--- config.mk ---
export PLATFORM = sky130hd
export DESIGN_NAME = spi_frame_receiver_flat
export DESIGN_NICKNAME = d
export VERILOG_FILES = /design/src/rtl/spi_pkg.sv /design/src/rtl/spi_frame_receiver_if.sv /design/src/rtl/shift_reg_sipo_piso.sv /design/src/rtl/spi_frame_receiver.sv /design/src/flat_wrapper.sv
export SDC_FILE = /design/constraint.sdc
export NUM_CORES = 1
export LEC_CHECK = 0
export ABC_CLOCK_PERIOD_IN_PS = 4200
export CORE_MARGIN = 2
export CORE_UTILIZATION = 45
export DETAILED_ROUTE_END_ITERATION = 6
export GPL_TIMING_DRIVEN = 0
export PLACE_DENSITY = 0.69
export SYNTH_ARGS = -nofsm -noshare
export SYNTH_HDL_FRONTEND = slang
export SYNTH_SLANG_ARGS = --single-unit
--- constraint.sdc ---
create_clock -name clk -period 4.2 [get_ports clk]
set_input_delay 0.42 -clock clk [delete_from_list [all_inputs] [get_ports clk]]
set_output_delay 0.42 -clock clk [all_outputs]
set_load 0.02 [all_outputs]
--- src/rtl/spi_pkg.sv ---
// Shared widths, constants and FSM state type for the SPI frame receiver.
package spi_pkg;

    localparam int unsigned ADDR_W = 7;
    localparam int unsigned DATA_W = 8;
    localparam int unsigned MAX_W  = (ADDR_W > DATA_W) ? ADDR_W : DATA_W;
    localparam int unsigned CNT_W  = $clog2(MAX_W + 1);

    localparam logic RW_READ = 1'b1;

    typedef enum logic [2:0] {
        IDLE,
        ADDR,
        RW,
        RD_LOAD,
        RD_SHIFT,
        WR_DATA,
        WR_COMMIT,
        WAIT_CS
    } spi_state_t;

endpackage

--- src/rtl/spi_frame_receiver_if.sv ---
// Conditioned SPI pad inputs, memory port and MISO pad controls of the frame receiver.
interface spi_frame_receiver_if;
    import spi_pkg::*;

    logic              cs_n;
    logic              sclk_pos;
    logic              sclk_neg;
    logic              mosi;
    logic [DATA_W-1:0] rd_data;
    logic [ADDR_W-1:0] addr;
    logic [DATA_W-1:0] wr_data;
    logic              wr_en;
    logic              rd_req;
    logic              miso;
    logic              miso_oe;

    modport slave (
        input  cs_n, sclk_pos, sclk_neg, mosi, rd_data,
        output addr, wr_data, wr_en, rd_req, miso, miso_oe
    );

    modport master (
        output cs_n, sclk_pos, sclk_neg, mosi, rd_data,
        input  addr, wr_data, wr_en, rd_req, miso, miso_oe
    );

endinterface

--- src/rtl/shift_reg_sipo_piso.sv ---
// Parallel-load shift register; shifts left with serial input or zero fill, MSB is the serial output.
module shift_reg_sipo_piso #(
    parameter int unsigned W = 8
) (
    input  logic         clk,
    input  logic         reset,
    input  logic         i_load,
    input  logic [W-1:0] i_load_data,
    input  logic         i_shift_in_en,
    input  logic         i_sin,
    input  logic         i_shift_out_en,
    output logic [W-1:0] o_q,
    output logic         o_sout
);

    logic [W-1:0] r_q;

    // Load wins over shift-in, shift-in wins over shift-out.
    always_ff @(posedge clk or posedge reset) begin
        if (reset) begin
            r_q <= '0;
        end else if (i_load) begin
            r_q <= i_load_data;
        end else if (i_shift_in_en) begin
            r_q <= {r_q[W-2:0], i_sin};
        end else if (i_shift_out_en) begin
            r_q <= {r_q[W-2:0], 1'b0};
        end
    end

    assign o_q    = r_q;
    assign o_sout = r_q[W-1];

endmodule

--- src/rtl/spi_frame_receiver.sv ---
// Decodes address / R-W / data SPI frames into single-cycle memory write and read requests.
module spi_frame_receiver
    import spi_pkg::*;
(
    input  logic                 clk,
    input  logic                 reset,
    spi_frame_receiver_if.slave  bus
);

    spi_state_t        r_state;
    spi_state_t        w_state_next;
    logic [CNT_W-1:0]  r_cnt;
    logic [CNT_W-1:0]  w_cnt_next;

    logic [ADDR_W-1:0] r_addr;
    logic [DATA_W-1:0] r_wr_data;
    logic              r_wr_en;
    logic              r_rd_req;
    logic              r_miso;
    logic              r_miso_oe;

    logic              w_pos;
    logic              w_neg;
    logic              w_in_shift;
    logic              w_addr_load;
    logic              w_commit;
    logic              w_rd_fire;
    logic              w_out_load;
    logic              w_out_shift;
    logic              w_miso_oe_next;

    logic [DATA_W-1:0] w_in_q;
    logic              w_in_sout_unused;
    logic [DATA_W-1:0] w_out_q_unused;
    logic              w_out_sout;

    // A rising edge masks a coincident falling edge.
    assign w_pos = bus.sclk_pos;
    assign w_neg = bus.sclk_neg & ~bus.sclk_pos;

    always_ff @(posedge clk or posedge reset) begin
        if (reset) begin
            r_state <= IDLE;
            r_cnt   <= '0;
        end else begin
            r_state <= w_state_next;
            r_cnt   <= w_cnt_next;
        end
    end

    always_comb begin
        w_state_next   = r_state;
        w_cnt_next     = r_cnt;
        w_in_shift     = 1'b0;
        w_addr_load    = 1'b0;
        w_commit       = 1'b0;
        w_rd_fire      = 1'b0;
        w_out_load     = 1'b0;
        w_out_shift    = 1'b0;
        w_miso_oe_next = 1'b0;

        // Chip-select release aborts any frame; a commit already under way still issues.
        if (r_state != IDLE && bus.cs_n) begin
            w_state_next = IDLE;
            w_cnt_next   = '0;
            w_commit     = (r_state == WR_COMMIT);
        end else begin
            case (r_state)
                IDLE: begin
                    if (!bus.cs_n) begin
                        w_state_next = ADDR;
                        w_cnt_next   = '0;
                    end
                end
                ADDR: begin
                    if (w_pos) begin
                        w_in_shift = 1'b1;
                        w_cnt_next = r_cnt + CNT_W'(1);
                        if (r_cnt == CNT_W'(ADDR_W - 1)) begin
                            w_addr_load  = 1'b1;
                            w_state_next = RW;
                        end
                    end
                end
                RW: begin
                    if (w_pos) begin
                        if (bus.mosi == RW_READ) begin
                            w_rd_fire    = 1'b1;
                            w_state_next = RD_LOAD;
                        end else begin
                            w_state_next = WR_DATA;
                            w_cnt_next   = '0;
                        end
                    end
                end
                RD_LOAD: begin
                    w_out_load     = 1'b1;
                    w_miso_oe_next = 1'b1;
                    w_cnt_next     = '0;
                    w_state_next   = RD_SHIFT;
                end
                RD_SHIFT: begin
                    w_miso_oe_next = 1'b1;
                    if (w_pos) begin
                        if (r_cnt == CNT_W'(DATA_W)) begin
                            w_miso_oe_next = 1'b0;
                            w_state_next   = WAIT_CS;
                        end
                    end else if (w_neg && r_cnt != CNT_W'(DATA_W)) begin
                        w_out_shift = 1'b1;
                        w_cnt_next  = r_cnt + CNT_W'(1);
                    end
                end
                WR_DATA: begin
                    if (w_pos) begin
                        w_in_shift = 1'b1;
                        w_cnt_next = r_cnt + CNT_W'(1);
                        if (r_cnt == CNT_W'(DATA_W - 1)) begin
                            w_state_next = WR_COMMIT;
                        end
                    end
                end
                WR_COMMIT: begin
                    w_commit     = 1'b1;
                    w_state_next = WAIT_CS;
                end
                WAIT_CS: begin
                    w_state_next = WAIT_CS;
                end
                default: begin
                    w_state_next = IDLE;
                    w_cnt_next   = '0;
                end
            endcase
        end
    end

    // Registered memory-side and pad-side outputs.
    always_ff @(posedge clk or posedge reset) begin
        if (reset) begin
            r_addr    <= '0;
            r_wr_data <= '0;
            r_wr_en   <= 1'b0;
            r_rd_req  <= 1'b0;
            r_miso    <= 1'b0;
            r_miso_oe <= 1'b0;
        end else begin
            if (w_addr_load) begin
                r_addr <= {w_in_q[ADDR_W-2:0], bus.mosi};
            end
            if (w_commit) begin
                r_wr_data <= w_in_q;
            end
            if (w_out_shift) begin
                r_miso <= w_out_sout;
            end
            r_wr_en   <= w_commit;
            r_rd_req  <= w_rd_fire;
            r_miso_oe <= w_miso_oe_next;
        end
    end

    shift_reg_sipo_piso #(.W(DATA_W)) u_in_shift (
        .clk            (clk),
        .reset          (reset),
        .i_load         (1'b0),
        .i_load_data    ('0),
        .i_shift_in_en  (w_in_shift),
        .i_sin          (bus.mosi),
        .i_shift_out_en (1'b0),
        .o_q            (w_in_q),
        .o_sout         (w_in_sout_unused)
    );

    shift_reg_sipo_piso #(.W(DATA_W)) u_out_shift (
        .clk            (clk),
        .reset          (reset),
        .i_load         (w_out_load),
        .i_load_data    (bus.rd_data),
        .i_shift_in_en  (1'b0),
        .i_sin          (1'b0),
        .i_shift_out_en (w_out_shift),
        .o_q            (w_out_q_unused),
        .o_sout         (w_out_sout)
    );

    assign bus.addr    = r_addr;
    assign bus.wr_data = r_wr_data;
    assign bus.wr_en   = r_wr_en;
    assign bus.rd_req  = r_rd_req;
    assign bus.miso    = r_miso;
    assign bus.miso_oe = r_miso_oe;

endmodule

--- src/flat_wrapper.sv ---
// flat-port wrapper written by rule: the top's interface ports become plain ports
module spi_frame_receiver_flat import spi_pkg::*;
  (clk, reset, bus_cs_n, bus_sclk_pos, bus_sclk_neg, bus_mosi, bus_rd_data, bus_addr, bus_wr_data, bus_wr_en, bus_rd_req, bus_miso, bus_miso_oe);
  spi_frame_receiver_if bus_i ();
  input  logic clk;
  input  logic reset;
  input wire logic [$bits(bus_i.cs_n)-1:0] bus_cs_n;
  input wire logic [$bits(bus_i.sclk_pos)-1:0] bus_sclk_pos;
  input wire logic [$bits(bus_i.sclk_neg)-1:0] bus_sclk_neg;
  input wire logic [$bits(bus_i.mosi)-1:0] bus_mosi;
  input wire logic [$bits(bus_i.rd_data)-1:0] bus_rd_data;
  output wire logic [$bits(bus_i.addr)-1:0] bus_addr;
  output wire logic [$bits(bus_i.wr_data)-1:0] bus_wr_data;
  output wire logic [$bits(bus_i.wr_en)-1:0] bus_wr_en;
  output wire logic [$bits(bus_i.rd_req)-1:0] bus_rd_req;
  output wire logic [$bits(bus_i.miso)-1:0] bus_miso;
  output wire logic [$bits(bus_i.miso_oe)-1:0] bus_miso_oe;
  assign bus_i.cs_n = bus_cs_n;
  assign bus_i.sclk_pos = bus_sclk_pos;
  assign bus_i.sclk_neg = bus_sclk_neg;
  assign bus_i.mosi = bus_mosi;
  assign bus_i.rd_data = bus_rd_data;
  assign bus_addr = bus_i.addr;
  assign bus_wr_data = bus_i.wr_data;
  assign bus_wr_en = bus_i.wr_en;
  assign bus_rd_req = bus_i.rd_req;
  assign bus_miso = bus_i.miso;
  assign bus_miso_oe = bus_i.miso_oe;
  spi_frame_receiver u_core (.clk(clk), .reset(reset), .bus(bus_i));
endmodule
# After elaboration in Yosys (flattened, before gate mapping)
# Cells that the tools add are included.
dict set report classes {
  n_eq_ne 23
  bitwise 2
  n_addsub 1
  n_reduce_logical 10
  muxes 44
}
# cell n
set op_table {}
lappend op_table {{$mux W3} 10}
lappend op_table {{$mux W4} 7}
lappend op_table {{$mux W1} 22}
lappend op_table {{$ne A3 B2 Y1 const B} 7}
lappend op_table {{$pmux W3 S7} 1}
lappend op_table {{$pmux W4 S5} 1}
lappend op_table {{$mux W8} 2}
lappend op_table {{$ne A3 B1 Y1 const B} 5}
lappend op_table {{$eq A3 B3 Y1 const B} 4}
lappend op_table {{$eq A4 B3 Y1 const B} 2}
lappend op_table {{$reduce_and A8 Y1} 1}
lappend op_table {{$reduce_and A7 Y1} 1}
lappend op_table {{$eq A3 B2 Y1 const B} 2}
lappend op_table {{$reduce_bool A6 Y1} 1}
lappend op_table {{$add A4 B1 Y4 const B} 1}
lappend op_table {{$eq A4 B4 Y1 const B} 1}
lappend op_table {{$ne A4 B4 Y1 const B} 1}
lappend op_table {{$reduce_or A2 Y1} 2}
lappend op_table {{$eq A3 B1 Y1 const B} 1}
lappend op_table {{$logic_not A3 Y1} 1}
lappend op_table {{$reduce_bool A3 Y1} 1}
lappend op_table {{$logic_and A1 B1 Y1} 2}
lappend op_table {{$pmux W1 S2} 1}
lappend op_table {{$reduce_bool A2 Y1} 1}
lappend op_table {{other kinds (2)} 2}
dict set report totals {
  ff_bits 42
  wordCells 90
  inputBits 14
}

# Depth between registers and ports, before layout
# Gate-level depths: netlist of the first run.
dict set report depth {
  ltp_word 9
  depth_mapped 7
}

# Cells and area by module
# A second synthesis of the first run with hierarchy kept.
dict set report hier_totals {
  cells_unflattened 198
  hier_area_um2 2230.9
}
# module seq_area_each_um2 cells_per_inst area_per_inst_um2 instances
set modules_own_cells {}
lappend modules_own_cells {spi_frame_receiver 650.6 116 1322.5 1}
lappend modules_own_cells {shift_reg_sipo_piso 200.2 41 454.2 2}

# Least setup slack after synthesis of the first run
# Ideal clock, no wire load.
dict set report synth_timing {
  path_type {reg2reg}
  start {reg u_core.r_cnt[0]}
  end {reg u_core.r_cnt[2]}
  path_buffers 0
  slack_ps 2604
  path_stages_with_launch 7
  setup_time_ps 95
  t_required_ps 4105
  arrival_ps 1501
  cell_sequence {dfrtp_1 -> inv_1 -> ha_1 -> nand3b_1 -> a311oi_2 -> or3_1 -> o31ai_1}
}
dict set report synth_between {
  elab_chain_len 5
  word_cells_on_any_way 10
  classes_between {add/sub: 1; eq/ne: 2; mux: 5; reduce/logical: 2}
}
# item line
set synth_rtl {}
lappend synth_rtl {{start: declaration} spi_frame_receiver.sv:12} ;# logic [CNT_W-1:0] r_cnt;
lappend synth_rtl {{start signal: assignment} spi_frame_receiver.sv:47} ;# r_cnt <= w_cnt_next;
lappend synth_rtl {{$add A4 B1 Y4} {spi_frame_receiver.sv:78, spi_frame_receiver.sv:111, spi_frame_receiver.sv:117}}
lappend synth_rtl {{$mux W4} spi_frame_receiver.sv:109} ;# end else if (w_neg && r_cnt != CNT_W'(DATA_W)) begin
lappend synth_rtl {{$mux W4} spi_frame_receiver.sv:104} ;# if (w_pos) begin
lappend synth_rtl {{$pmux W4 S5} spi_frame_receiver.sv:68} ;# case (r_state)
lappend synth_rtl {{$mux W4} spi_frame_receiver.sv:63} ;# if (r_state != IDLE && bus.cs_n) begin
# Several ways; a longest one is shown, not always the timed one. The select of a mux whose other input is x is not followed.
# A chain may end at the register's enable or synchronous reset.

# Worst setup path in the final report of the first run
dict set report layout_timing {
  start {in bus_sclk_pos}
  end {reg u_core.r_cnt[2]}
}
dict set report layout_between {
  elab_chain_len 5
  word_cells_on_any_way 8
  classes_between {eq/ne: 4; bitwise: 2; reduce/logical: 2}
}
# item line
set layout_rtl {}
lappend layout_rtl {{start: declaration} flat_wrapper.sv:8} ;# input wire logic [$bits(bus_i.sclk_pos)-1:0] bus_sclk_pos;
lappend layout_rtl {{$not A1 Y1} spi_frame_receiver.sv:39} ;# assign w_neg = bus.sclk_neg & ~bus.sclk_pos;
lappend layout_rtl {{$and A1 B1 Y1} spi_frame_receiver.sv:39}
lappend layout_rtl {{$logic_and A1 B1 Y1} spi_frame_receiver.sv:109}
lappend layout_rtl {{$ne A3 B1 Y1 (no source line)} --}
lappend layout_rtl {{$reduce_and A7 Y1 (no source line) *} --}
# Mark *: on every way between the ends. The rest lies on a longest branch, timed or not.

==> results.cfg, run 1 <==
[critical_path]
worstPathMaxFanout = 9
crit_type = in2reg
r2r_cells = 7
worstSetupStartpointType = input port
critical_path_required_ns = 4.38
crit_path_end_kind = register
critical_path_arrival_ns = 2.13

[sta]
finalSetupViolCount = 0
fin_setup_tns_ns = 0
finalHoldViolCount = 0
clock.fmax_mhz = 513
tightest_slew_ns = 0.829
max-slew-margin-rel = 0.447
slew_violations = 0
fin_crit_sh = 0.464
rsz0062_at_grt = false
fin_crit_ns = 1.95
finClkSkew_ns = 0.00540

[route]
detail-route-antenna-nets = 0
viasPerCell = 5.48
first_pass_iters = 4
routed_wl_um = 4070
drt-initial-drc-count = 81
wl_per_cell_um = 15.0
dr_total_vias = 1486
drc = 0

[die]
die_x_um = 70.5
start_util = 0.463
core-area_um2 = 4290
die_area_um2 = 4960
boundaryPins = 33
fp.dieH_um = 70.5
num_rows = 24

[yosys]
synth_cell_type_count = 37
synth.area.top_cells = dfrtp_1 (53%), mux2_2 (9.6%), nand2_1 (5.5%), a22o_1 (3.1%), a21o_1 (3.0%)
synth_area_leader_cell = dfrtp_1
syn_area_um2 = 1990
synth_top_area_share = 0.529
ys_seq_area_frac = 0.529
synthFlopType = dfrtp_1
syn_avg_cell_area_um2 = 11.1
synth-async-reset-ratio = 1.00
synth_cells = 179
synth_edf_count = 0
syn_nets = 196
synth_seq_cells = 42
yosysWarningCount = 0

[power_and_ir_drop]
p_per_area_nw_per_um2 = 399
vdd_ir_drop_max_uv = 224
p_leak_nw = 1.16

[final_layout]
n_antenna_cell = 0
area_delta_synth_final_pct = 24.9
fin_area_um2 = 2480
drive_above_1_share = 0.174
instances_no_fill = 271
fillCellCount = 361
fin_util = 0.578
nets = 235

[global_routing]
grt_pass1_wl_um = 7000
grt_pass1_vias = 1510
antenna_found_initial = 0
grt_max_degree = 43
grt_usage = 0.181
grt_overflow = 0

[placed_design]
gp_congestion = 0.840
io_buffer_count = 32
placed_cell_area_um2 = 2370
place_inst = 263
hpwl_um = 2950

[clocking]
clk_latency_ns = 0.29
ctsLongestPathBuffers = 2
postCtsSetupBuffers = 0
root_buffer = clkbuf_8
cts_buffers = 5
path_clk_slew_ns = 0.08
postCtsHoldBufs = 0
cts.sinks = 42
cts_tree = done
htreeDepth = 2
ctsResizeCount = 0

[hold_path]
whs_path_depth = 1
hold_path_class = reg2reg

[status]
status = complete, no violations

[run]
cap_viol_max_count = 0
==> cells in the final DEF (no fill, tap or decap), drive strengths merged, types with 2 or more instances in the layout <==
| cell | synthesis | layout |
|---|---|---|
| dfrtp | 42 | 42 |
| clkdlybuf4s50 | 0 | 32 |
| nand2 | 29 | 29 |
| mux2 | 18 | 18 |
| nor2 | 9 | 9 |
| a21o | 8 | 8 |
| nand2b | 7 | 7 |
| a22o | 7 | 7 |
| a21oi | 7 | 7 |
| buf | 6 | 6 |
| clkbuf | 0 | 6 |
| inv | 5 | 5 |
| o21ai | 4 | 4 |
| o31ai | 4 | 4 |
| nand3 | 4 | 4 |
| nand3b | 3 | 3 |
| nor2b | 3 | 3 |
| ha | 3 | 3 |
| or3 | 2 | 2 |
| nor4 | 2 | 2 |
| nor3 | 2 | 2 |
==> where the power goes <==
group	internal [mW]	leakage (nW)	switching, mW
clock	0.177	0.0514	0.135
sequential	0.471	0.566	0.0505
combinational	0.0830	0.547	0.0726
==> cells in the mapped netlist, types with 4 or more instances <==
cell type  number
o31ai_1         4
a21o_1          8
nor2_1          8
buf_2           6
nand3_1         4
nand2b_1        7
nand2_1        29
mux2_2         17
a21oi_1         6
o21ai_0         4
inv_1           5
dfrtp_1        42
a22o_1          7
==> logic make-up after synthesis <==
| logic type | count (synthesis) | synth area share |
|---|---|---|
| AND/OR/NAND/NOR | 68 | 0.188 |
| AO/OA/AOI/OAI | 35 | 0.131 |
| flip-flops | 42 | 0.529 |
| adder cells (fa/ha/maj) | 3 | 0.0189 |
| buffers and inverters | 12 | 0.0264 |
| multiplexers | 19 | 0.107 |
==> worst paths after layout <==
path	from	end	slack, ns
min in group asynchronous	reset	u_core.bus.miso$_DFFE_PP0P_	0.61
min reg2reg	u_core.u_out_shift.o_q[7]$_DFFE_PP0P_	u_core.u_out_shift.o_q[7]$_DFFE_PP0P_	0.48
min	u_core.u_out_shift.o_q[7]$_DFFE_PP0P_	u_core.u_out_shift.o_q[7]$_DFFE_PP0P_	0.48
max reg2reg	u_core.r_cnt[0]$_DFFE_PP0P_	u_core.u_out_shift.o_q[1]$_DFFE_PP0P_	2.32
max	bus_sclk_pos	u_core.r_cnt[2]$_DFFE_PP0P_	2.25
max in group asynchronous	reset	u_core.u_in_shift.o_q[5]$_DFFE_PP0P_	3.06
==> final cells by class <==
type | instances | area, µm² | share of cell area
buffer | 6 | 30.0 | 0.0121
clock buffer | 6 | 72.6 | 0.0292
clock inverter | 2 | 37.5 | 0.0151
inverter | 6 | 22.5 | 0.00907
multi-input combinational | 125 | 883 | 0.356
sequential | 42 | 1050 | 0.423
tap | 52 | 65.1 | 0.0262
timing repair buffer | 32 | 320 | 0.129
==> flip-flops by register name (all words and copies together) (netlist names) <==
name / flops
u_core.bus.addr: 7
u_core.bus.miso: 1
u_core.bus.miso_oe: 1
u_core.bus.rd_req: 1
u_core.bus.wr_data: 8
u_core.bus.wr_en: 1
u_core.r_cnt: 4
u_core.r_state: 3
u_core.u_in_shift.o_q: 8
u_core.u_out_shift.o_q: 8
==> stage by stage <==
step           hold slack, ns  setup slack (ns)  power [mW]
3_5_place_dp            0.468              1.91       0.688
2_1_floorplan           0.435              2.60       0.625
6_report                0.479              2.25       0.989
4_1_cts                 0.486              2.23        1.00
3_3_place_gp            0.461              1.99       0.673
5_1_grt                 0.503              2.12        1.05
==> layer usage <==
| layer | global-route usage | share of wire |
|---|---|---|
| met1 | 0.206 | 0.41 |
| met2 | 0.317 | 0.50 |
| met3 | 0.0534 | 0.061 |
| met4 | 0.0726 | 0.023 |
| met5 | 0 | 0 |
==> worst max-delay path, cell delays in order <==
cell and delay (ns):
clkdlybuf4s50_1 0.57, nor2b_1 0.25, a311oi_2 0.18, or3_1 0.42, o31ai_1 0.29
(Power assumes the default switching activity.)
==> run 2, diff against run 1 <==
Settings changed: ABC_CLOCK_PERIOD_IN_PS 4200 to 1950.
Clock period 4.2 ns to 1.95 ns, I/O delays scaled along.
==> run 2 against run 1 <==
Effect of this change:
- first-iteration DRC count up 9.9%
- register-to-register slack got worse by 2.2 ns
- combinational power rose by 120%
- die area did not move
- sequential power grew 110%
- clock power grew 110%
- critical endpoint unchanged
- highest routed layer unchanged
==> results.cfg, run 2 (synthesized netlist as in run 1, its figures left out) <==
[hold_path]
hold_path_class = in2async

[global_routing]
grt_pass1_wl_um = 7000
grt_pass1_vias = 1510
grt_max_degree = 43
grt_usage = 0.181
grt_overflow = 0
antenna_found_initial = 0

[sta]
finalSetupViolCount = 0
slew_violations = 0
fin_crit_ns = 1.86
rsz0062_at_grt = false
max-slew-margin-rel = 0.448
fin_crit_sh = 0.951
finClkSkew_ns = 0.00428
tightest_slew_ns = 0.827
clock.fmax_mhz = 539
finalWorstSetupSlack_ns = 0.0948
finalHoldViolCount = 0

[route]
dr_total_vias = 1459
detail-route-antenna-nets = 0
drc = 0
viasPerCell = 5.38
routed_wl_um = 4060
wl_per_cell_um = 15.0
first_pass_iters = 4
drt-initial-drc-count = 89

[clocking]
root_buffer = clkbuf_8
postCtsHoldBufs = 0
path_clk_slew_ns = 0.08
cts_tree = done
ctsLongestPathBuffers = 2
cts_buffers = 5
htreeDepth = 2
clk_latency_ns = 0.29
cts.sinks = 42

[critical_path]
critical_path.slowest_cell = or3_1
critical_path_required_ns = 2.14
crit_buf_inv = 1
worstSetupStartpointType = register
crit_path_end_kind = register
crit_start = u_core.r_cnt[0]$_DFFE_PP0P_
cpLargestDelayFamily = simple AND/OR/NAND/NOR gates
path_cells = inv_1, ha_1, nand3b_1, a311oi_4, or3_1, o31ai_2
r2r-start = u_core.r_cnt[0]$_DFFE_PP0P_
crit_type = reg2reg
critical_path_arrival_ns = 2.05
worstPathMaxFanout = 5
cpPeakStageDelay_ns = 0.43

[power_and_ir_drop]
vdd_ir_drop_max_uv = 482
total_power_mw = 2.13
p_per_area_nw_per_um2 = 853
p_leak_nw = 1.17

[placed_design]
place_inst = 263
placed_cell_area_um2 = 2370
io_buffer_count = 32
hpwl_um = 2950
gp_congestion = 0.840
preCtsSetupSlack_ns = -0.112

[final_layout]
nets = 235
drive_above_1_share = 0.183
n_antenna_cell = 0
fin_area_um2 = 2500
layout_commonest_cell = dfrtp_1
fin_util = 0.582
instances_no_fill = 271
layout_common_cells = dfrtp_1 (42), clkdlybuf4s50_1 (32), nand2_1 (29), mux2_2 (17), a21o_1 (8)
area_delta_synth_final_pct = 25.9

[die]
num_rows = 24
start_util = 0.463
boundaryPins = 33
die_area_um2 = 4960
fp.dieH_um = 70.5
core-area_um2 = 4290
die_x_um = 70.5

[status]
status = complete, no violations

[run]
cap_viol_max_count = 0
run 2: cell counts in the layout (fill, tap and decap cells not counted):
No cell type changed its count.
run 2: report_power, final:
part / leakage [nW] / internal, mW / switching [mW]
Combinational: 0.553 / 0.179 / 0.159
Sequential: 0.566 / 1.01 / 0.110
Clock: 0.0514 / 0.382 / 0.289
run 2: worst paths after layout:
kind / endpoint / slack [ns] / cells past startpoint
max: u_core.r_cnt[2]$_DFFE_PP0P_ / 0.09 / 6
min: u_core.bus.miso$_DFFE_PP0P_ / 0.38 / 2
max reg2reg: u_core.r_cnt[2]$_DFFE_PP0P_ / 0.09 / 6
min reg2reg: u_core.u_out_shift.o_q[7]$_DFFE_PP0P_ / 0.48 / 1
max in group asynchronous: u_core.u_in_shift.o_q[5]$_DFFE_PP0P_ / 1.04 / 2
min in group clk: u_core.u_out_shift.o_q[0]$_DFFE_PP0P_ / 0.47 / 3
run 2: worst reg2reg max path, delay by kind of cell (launching register included):
kind	cells	cell delay, ns
AND/OR/NAND/NOR	2	0.62
AO/OA/AOI/OAI	2	0.44
buffers and inverters	1	0.08
flip-flops	1	0.40
adder cells (fa/ha/maj)	1	0.22
run 2: layout make-up:
type | instances | area [µm²]
Fill cell | 360 | 1790
Clock inverter | 2 | 37.5
Clock buffer | 6 | 72.6
Sequential cell | 42 | 1050
Buffer | 6 | 30.0
Tap cell | 52 | 65.1
Inverter | 6 | 22.5
Timing Repair Buffer | 32 | 320
Multi-Input combinational cell | 125 | 902
run 2: routing by layer:
metal	global-route usage	part of all wire	vias to the layer above
met5	0	0	-
met4	0.0726	0.020	0
met3	0.0534	0.060	8
met2	0.317	0.50	49
met1	0.206	0.42	693
li1	-	-	709
run 2: repair_timing:
item | 4_1_cts | 5_1_grt
endpoints found under the setup margin | 0 | 8
buffers inserted | 0 | 0
gates resized for setup | 0 | 3
run 2: metrics by stage:
stage / setup TNS (ns) / hold WS [ns]
after floorplan: 0 / 0.312
after global placement: -1.67 / 0.461
after detailed placement: -1.30 / 0.468
after CTS: 0 / 0.427
after global routing: 0 / 0.474
final: 0 / 0.383
